<file path="src/rtl/riscv_pipe_pkg.sv">
// Shared pipeline types for the hazard/forwarding logic: in-flight table entry
// and forwarding-select encoding.
package riscv_pipe_pkg;

  // Table entries hold register indices zero-extended to this width.
  localparam int RD_MAX = 8;

  // Forwarding select value that chooses the register file.
  localparam int FWD_RF = 0;

  typedef struct packed {
    logic              valid;
    logic [RD_MAX-1:0] rd;
    logic              regwrite;
    logic              memread;
  } pipe_entry_t;

  // Width of a forwarding select covering the register file plus every post-EX stage.
  function automatic int fwd_width(input int stages);
    return $clog2(stages + 1);
  endfunction

endpackage

</file>
<file path="src/rtl/fwd_select.sv">
// Youngest-match priority encoder: returns k+1 for the youngest table position k
// that will write the requested source register, or FWD_RF when nothing matches.
module fwd_select
  import riscv_pipe_pkg::*;
#(
  parameter int RB         = 5,
  parameter int FWD_STAGES = 2,
  localparam int FW        = fwd_width(FWD_STAGES)
) (
  input  logic [RB-1:0] src,
  input  logic          use_src,
  input  pipe_entry_t   tbl [FWD_STAGES],
  output logic [FW-1:0] sel
);

  always_comb begin
    sel = FW'(FWD_RF);
    if (use_src && (src != '0)) begin
      // Scan oldest to youngest so the youngest match is the one that sticks.
      for (int p = FWD_STAGES - 1; p >= 0; p--) begin
        if (tbl[p].valid && tbl[p].regwrite && (tbl[p].rd == RD_MAX'(src))) begin
          sel = FW'(p + 1);
        end
      end
    end
  end

endmodule

</file>
<file path="src/rtl/hazard_fwd_unit.sv">
// Load-use stall, branch flush and registered operand-forwarding control, driven
// by a shift table of instructions in flight from EX onward.
module hazard_fwd_unit
  import riscv_pipe_pkg::*;
#(
  parameter int XLEN       = 32,
  parameter int RB         = 5,
  parameter int FWD_STAGES = 2,
  parameter int LOAD_LAT   = 1,
  localparam int FW        = fwd_width(FWD_STAGES)
) (
  input  logic          clk,
  input  logic          reset,
  input  logic          id_valid,
  input  logic [RB-1:0] id_rs1,
  input  logic [RB-1:0] id_rs2,
  input  logic [RB-1:0] id_rd,
  input  logic          id_use_rs1,
  input  logic          id_use_rs2,
  input  logic          id_regwrite,
  input  logic          id_memread,
  input  logic          br_taken,
  output logic          pc_write,
  output logic          if_id_write,
  output logic          control_sel,
  output logic          flush_if_id,
  output logic          flush_id_ex,
  output logic [FW-1:0] forwardA,
  output logic [FW-1:0] forwardB
);

  if (XLEN < 1 || RB < 1 || RB > RD_MAX || FWD_STAGES < 2 || FWD_STAGES > 4 ||
      LOAD_LAT < 1 || LOAD_LAT > 2) begin : g_bad_params
    $error("hazard_fwd_unit: parameter out of range");
  end

  pipe_entry_t   tbl_reg  [FWD_STAGES+1];
  pipe_entry_t   tbl_next [FWD_STAGES+1];
  pipe_entry_t   fwd_view [FWD_STAGES];
  pipe_entry_t   id_entry;
  logic          load_hit;
  logic          stall;
  logic          flush;
  logic [FW-1:0] sel_a;
  logic [FW-1:0] sel_b;
  logic [FW-1:0] fwd_a_reg;
  logic [FW-1:0] fwd_b_reg;

  always_comb begin
    id_entry          = '0;
    id_entry.valid    = id_valid;
    id_entry.rd       = RD_MAX'(id_rd);
    id_entry.regwrite = id_regwrite;
    id_entry.memread  = id_memread;
  end

  // Load-use: a consumed, nonzero source still waiting on a load in the stall window.
  always_comb begin
    load_hit = 1'b0;
    for (int p = 0; p < LOAD_LAT; p++) begin
      if (tbl_reg[p].valid && tbl_reg[p].memread) begin
        if ((id_use_rs1 && (id_rs1 != '0) && (tbl_reg[p].rd == RD_MAX'(id_rs1))) ||
            (id_use_rs2 && (id_rs2 != '0) && (tbl_reg[p].rd == RD_MAX'(id_rs2)))) begin
          load_hit = 1'b1;
        end
      end
    end
  end

  // A taken branch wins over a stall; reset suppresses both.
  assign flush = reset && br_taken;
  assign stall = reset && !br_taken && id_valid && load_hit;

  assign pc_write    = !stall;
  assign if_id_write = !stall;
  assign control_sel = stall || flush;
  assign flush_if_id = flush;
  assign flush_id_ex = flush;

  always_comb begin
    tbl_next[0] = (stall || flush) ? '0 : id_entry;
    for (int p = 1; p <= FWD_STAGES; p++) begin
      tbl_next[p] = tbl_reg[p-1];
    end
    for (int p = 0; p < FWD_STAGES; p++) begin
      fwd_view[p] = tbl_reg[p];
    end
  end

  fwd_select #(.RB(RB), .FWD_STAGES(FWD_STAGES)) u_fwd_rs1 (
    .src     (id_rs1),
    .use_src (id_use_rs1),
    .tbl     (fwd_view),
    .sel     (sel_a)
  );

  fwd_select #(.RB(RB), .FWD_STAGES(FWD_STAGES)) u_fwd_rs2 (
    .src     (id_rs2),
    .use_src (id_use_rs2),
    .tbl     (fwd_view),
    .sel     (sel_b)
  );

  always_ff @(posedge clk) begin
    if (!reset) begin
      for (int p = 0; p <= FWD_STAGES; p++) begin
        tbl_reg[p] <= '0;
      end
      fwd_a_reg <= FW'(FWD_RF);
      fwd_b_reg <= FW'(FWD_RF);
    end else begin
      tbl_reg <= tbl_next;
      if (stall || flush) begin
        fwd_a_reg <= FW'(FWD_RF);
        fwd_b_reg <= FW'(FWD_RF);
      end else begin
        fwd_a_reg <= sel_a;
        fwd_b_reg <= sel_b;
      end
    end
  end

  assign forwardA = fwd_a_reg;
  assign forwardB = fwd_b_reg;

endmodule

</file>
<file path="config.mk">
export PLATFORM = sky130hd
export DESIGN_NAME = hazard_fwd_unit
export DESIGN_NICKNAME = d
export VERILOG_FILES = /design/src/rtl/riscv_pipe_pkg.sv /design/src/rtl/fwd_select.sv /design/src/rtl/hazard_fwd_unit.sv
export SDC_FILE = /design/constraint.sdc
export NUM_CORES = 1
export LEC_CHECK = 0
export CORE_MARGIN = 1.5
export CORE_UTILIZATION = 40
export CTS_BUF_LIST = sky130_fd_sc_hd__clkbuf_16
export CTS_CLUSTER_DIAMETER = 100
export DETAILED_ROUTE_END_ITERATION = 6
export GPL_TIMING_DRIVEN = 0
export PLACE_DENSITY_LB_ADDON = 0.1
export SYNTH_ARGS = -nofsm -noshare
export SYNTH_HDL_FRONTEND = slang
export SYNTH_SLANG_ARGS = --single-unit
</file>
<file path="constraint.sdc">
create_clock -name clk -period 5.18 [get_ports clk]
set_clock_uncertainty 0.05 [all_clocks]
set_input_delay 1.036 -clock clk [delete_from_list [all_inputs] [get_ports clk]]
set_output_delay 1.036 -clock clk [all_outputs]
set_load 0.01 [all_outputs]
</file>
==> metrics.txt <==
WL/cell=roughly 12 um; CP Data Arrival Time=3450 ps; total gr overflow=0; Final Hold Fails=0; switching part of the total=between 20 and 25%; status=complete, no violations; Unique masters post-synth=23; initial antenna violation count=0; clock tree buffer depth=2; CP Capture Type=output port; Final WS setup=645 ps; largest net degree at the start of global routing=12; Die ar.=2470 um^2; via count=about 720; worst relative slew slack=76.9%; crit start category=input pin; RSZ-0062 raised after global routing=false; # IOs=32; post-route ant nets=0; Place WS=657 ps; post-synthesis register bit count=19; CTS Sinks=19; first-pass GRT wire length=2940 um; f_max=220 MHz; dpl cell area=around 1200 um^2; P&R area growth vs syn=48.7%; P_sw=0.0000727 W; fin cells=150; CTS resizes=0; worst skew pair latency=250 ps; drt first pass iters=2; fin crit share=87.6%; Seq/Total Area, Yosys=around 44%; nets@finish=roughly 150; Peak VDD IR=0.270 mV; WP data required=4090 ps; syn avg cell area=9.90 um^2; Mapped Nets=111; Mapped Area=approximately 870 um^2; Synth Warn #=0; TritonCTS buffer count=3; fin. max-slew vios=0; final setup violation count=0; final instance area=1290 um^2; CTS Root Buffer Type=clkbuf_16; layout cells sized above 1=a little over a tenth; Comb power frac=12.5%; pwr/cell area=274 nW/um^2; final hold slack=between 400 and 500 ps; post-CTS setup buffer count=0; Reg power frac=43.2%; Via density=around 4.8; final WL=between 1500 and 2000 um; clock slew at reported path FFs=50 ps; Die H=49.7 um; fin crit period=4540 ps; Pleak=about 0.51 nW; hold_buf cts=0; vias in the first global route=680; Initial Util=43.5%; Power Internal=roughly 0.00028 W; Syn Inst Count=88; H-tree depth=1; worst slew pin tran=343 ps; FF-to-FF setup slack=3510 ps; Starting DRT DRC Count=3; Worst Path Class, Setup=in2out; DRC=0; CTS tree=done; fillers=158; Core ar.=2000 um^2; GPL Wtd Cong=around 0.74; Cell Rows=16; worst hold-check path type=reg2reg; Die Width=49.7 um; TNS Setup=0 ps; Placed Cells=146; GRT Overall Usage=15.8%; Diodes inserted=0; Max-Cap Viols=0; PortBufs=31; Worst Path Max Fanout=11; clock share of power=44.2%
[per-stage QoR]
step | total power, W | util, %
after global placement | 0.000201 | 60.7
after detailed placement | 0.000201 | 60.7
after floorplan | 0.000175 | -
after global routing | 0.000371 | 64.7
after CTS | 0.000360 | 64.7
final | 0.000355 | 64.7
[placed cells by master (no fill, tap or decap)]
master,instances
nor2_1,2
and3_1,9
nor3_1,3
nand2b_1,1
o21ai_1,1
nand4_1,1
o21a_1,1
clkdlybuf4s50_1,31
and2_1,8
xnor2_1,14
a21oi_2,1
clkinv_2,1
and4_2,2
nor4_1,4
nand2_1,2
dfxtp_1,19
nor2b_4,1
buf_6,1
clkbuf_1,1
nand3_1,5
and2b_2,1
buf_4,2
xor2_1,6
clkbuf_16,3
or4_1,2
and3_2,1
[flip-flops by register name, indices dropped and copies added (netlist names)]
register	flops
fwd_view	15
forwardA	2
forwardB	2
[synth_stat cells]
library cell | n | area [um^2]
and3_2 | 1 | 7.51
and2b_2 | 1 | 8.76
nand2_1 | 2 | 7.51
nor4_1 | 4 | 25.0
a21oi_2 | 1 | 8.76
dfxtp_1 | 19 | 380
or4_1 | 2 | 15.0
xor2_1 | 6 | 52.6
xnor2_1 | 14 | 123
nand2b_1 | 1 | 6.26
nor2b_4 | 1 | 13.8
nand3_1 | 5 | 25.0
o21a_1 | 1 | 7.51
nor3_1 | 3 | 15.0
nand4_1 | 1 | 6.26
buf_4 | 2 | 15.0
and2_1 | 8 | 50.1
buf_6 | 1 | 11.3
clkbuf_1 | 1 | 3.75
nor2_1 | 2 | 7.51
and4_2 | 2 | 20.0
and3_1 | 9 | 56.3
o21ai_1 | 1 | 5.00
[layer usage]
layer  vias up  GRT usage [%]  routed length (um)  share of wire, %
met2        21           25.8                 840                47
met4         0           4.17                  21               1.2
met1       325           19.4                 807                46
met5         -              0                   0                 0
met3         3           6.36                 101               5.7
li1        375              -                   -                 -
[critical path, stage by stage]
cell             delay, ps
clkdlybuf4s50_1        490
or4_1                  550
o21ai_1                240
nor4_1                 100
a21oi_2                240
buf_6                  180
buf_4                  100
clkdlybuf4s50_1        520
[layout make-up]
| class | count | area (um^2) | area share (%) |
|---|---|---|---|
| plain buffers | 4 | 30.0 | 2.32 |
| clock buffers | 3 | 75.1 | 5.80 |
| clock inverters | 1 | 5.00 | 0.386 |
| multi-input cells | 65 | 460 | 35.6 |
| flip-flops and latches | 19 | 380 | 29.4 |
| well taps | 27 | 33.8 | 2.61 |
| repair buffers | 31 | 310 | 24.0 |
[power by group through the flow]
stage	registers (W)	clock network (W)	logic (W)
CTS	0.000153	0.000161	0.0000450
global placement	0.000157	0	0.0000439
detailed placement	0.000157	0	0.0000447
global route	0.000154	0.000169	0.0000486
floorplan	0.000156	0	0.0000196
finish	0.000154	0.000157	0.0000445
[worst paths after layout]
check,start,endpoint,cells after the start
max,id_rs1[0],pc_write,8
min,fwd_view[12],fwd_view[1],1
max reg2reg,fwd_view[16],fwd_view[12],6
min reg2reg,fwd_view[12],fwd_view[1],1
[cells by family (layout without fill, tap and decap cells)]
family,Yosys count,in the layout,synth area share (%)
AND/OR/NAND/NOR,42,42,30.3
AO/OA/AOI/OAI,3,3,2.44
XOR/XNOR,20,20,20.1
buffers and inverters,4,39,3.45
flip-flops,19,19,43.7
No activity file was read; power rests on OpenSTA's default activity.
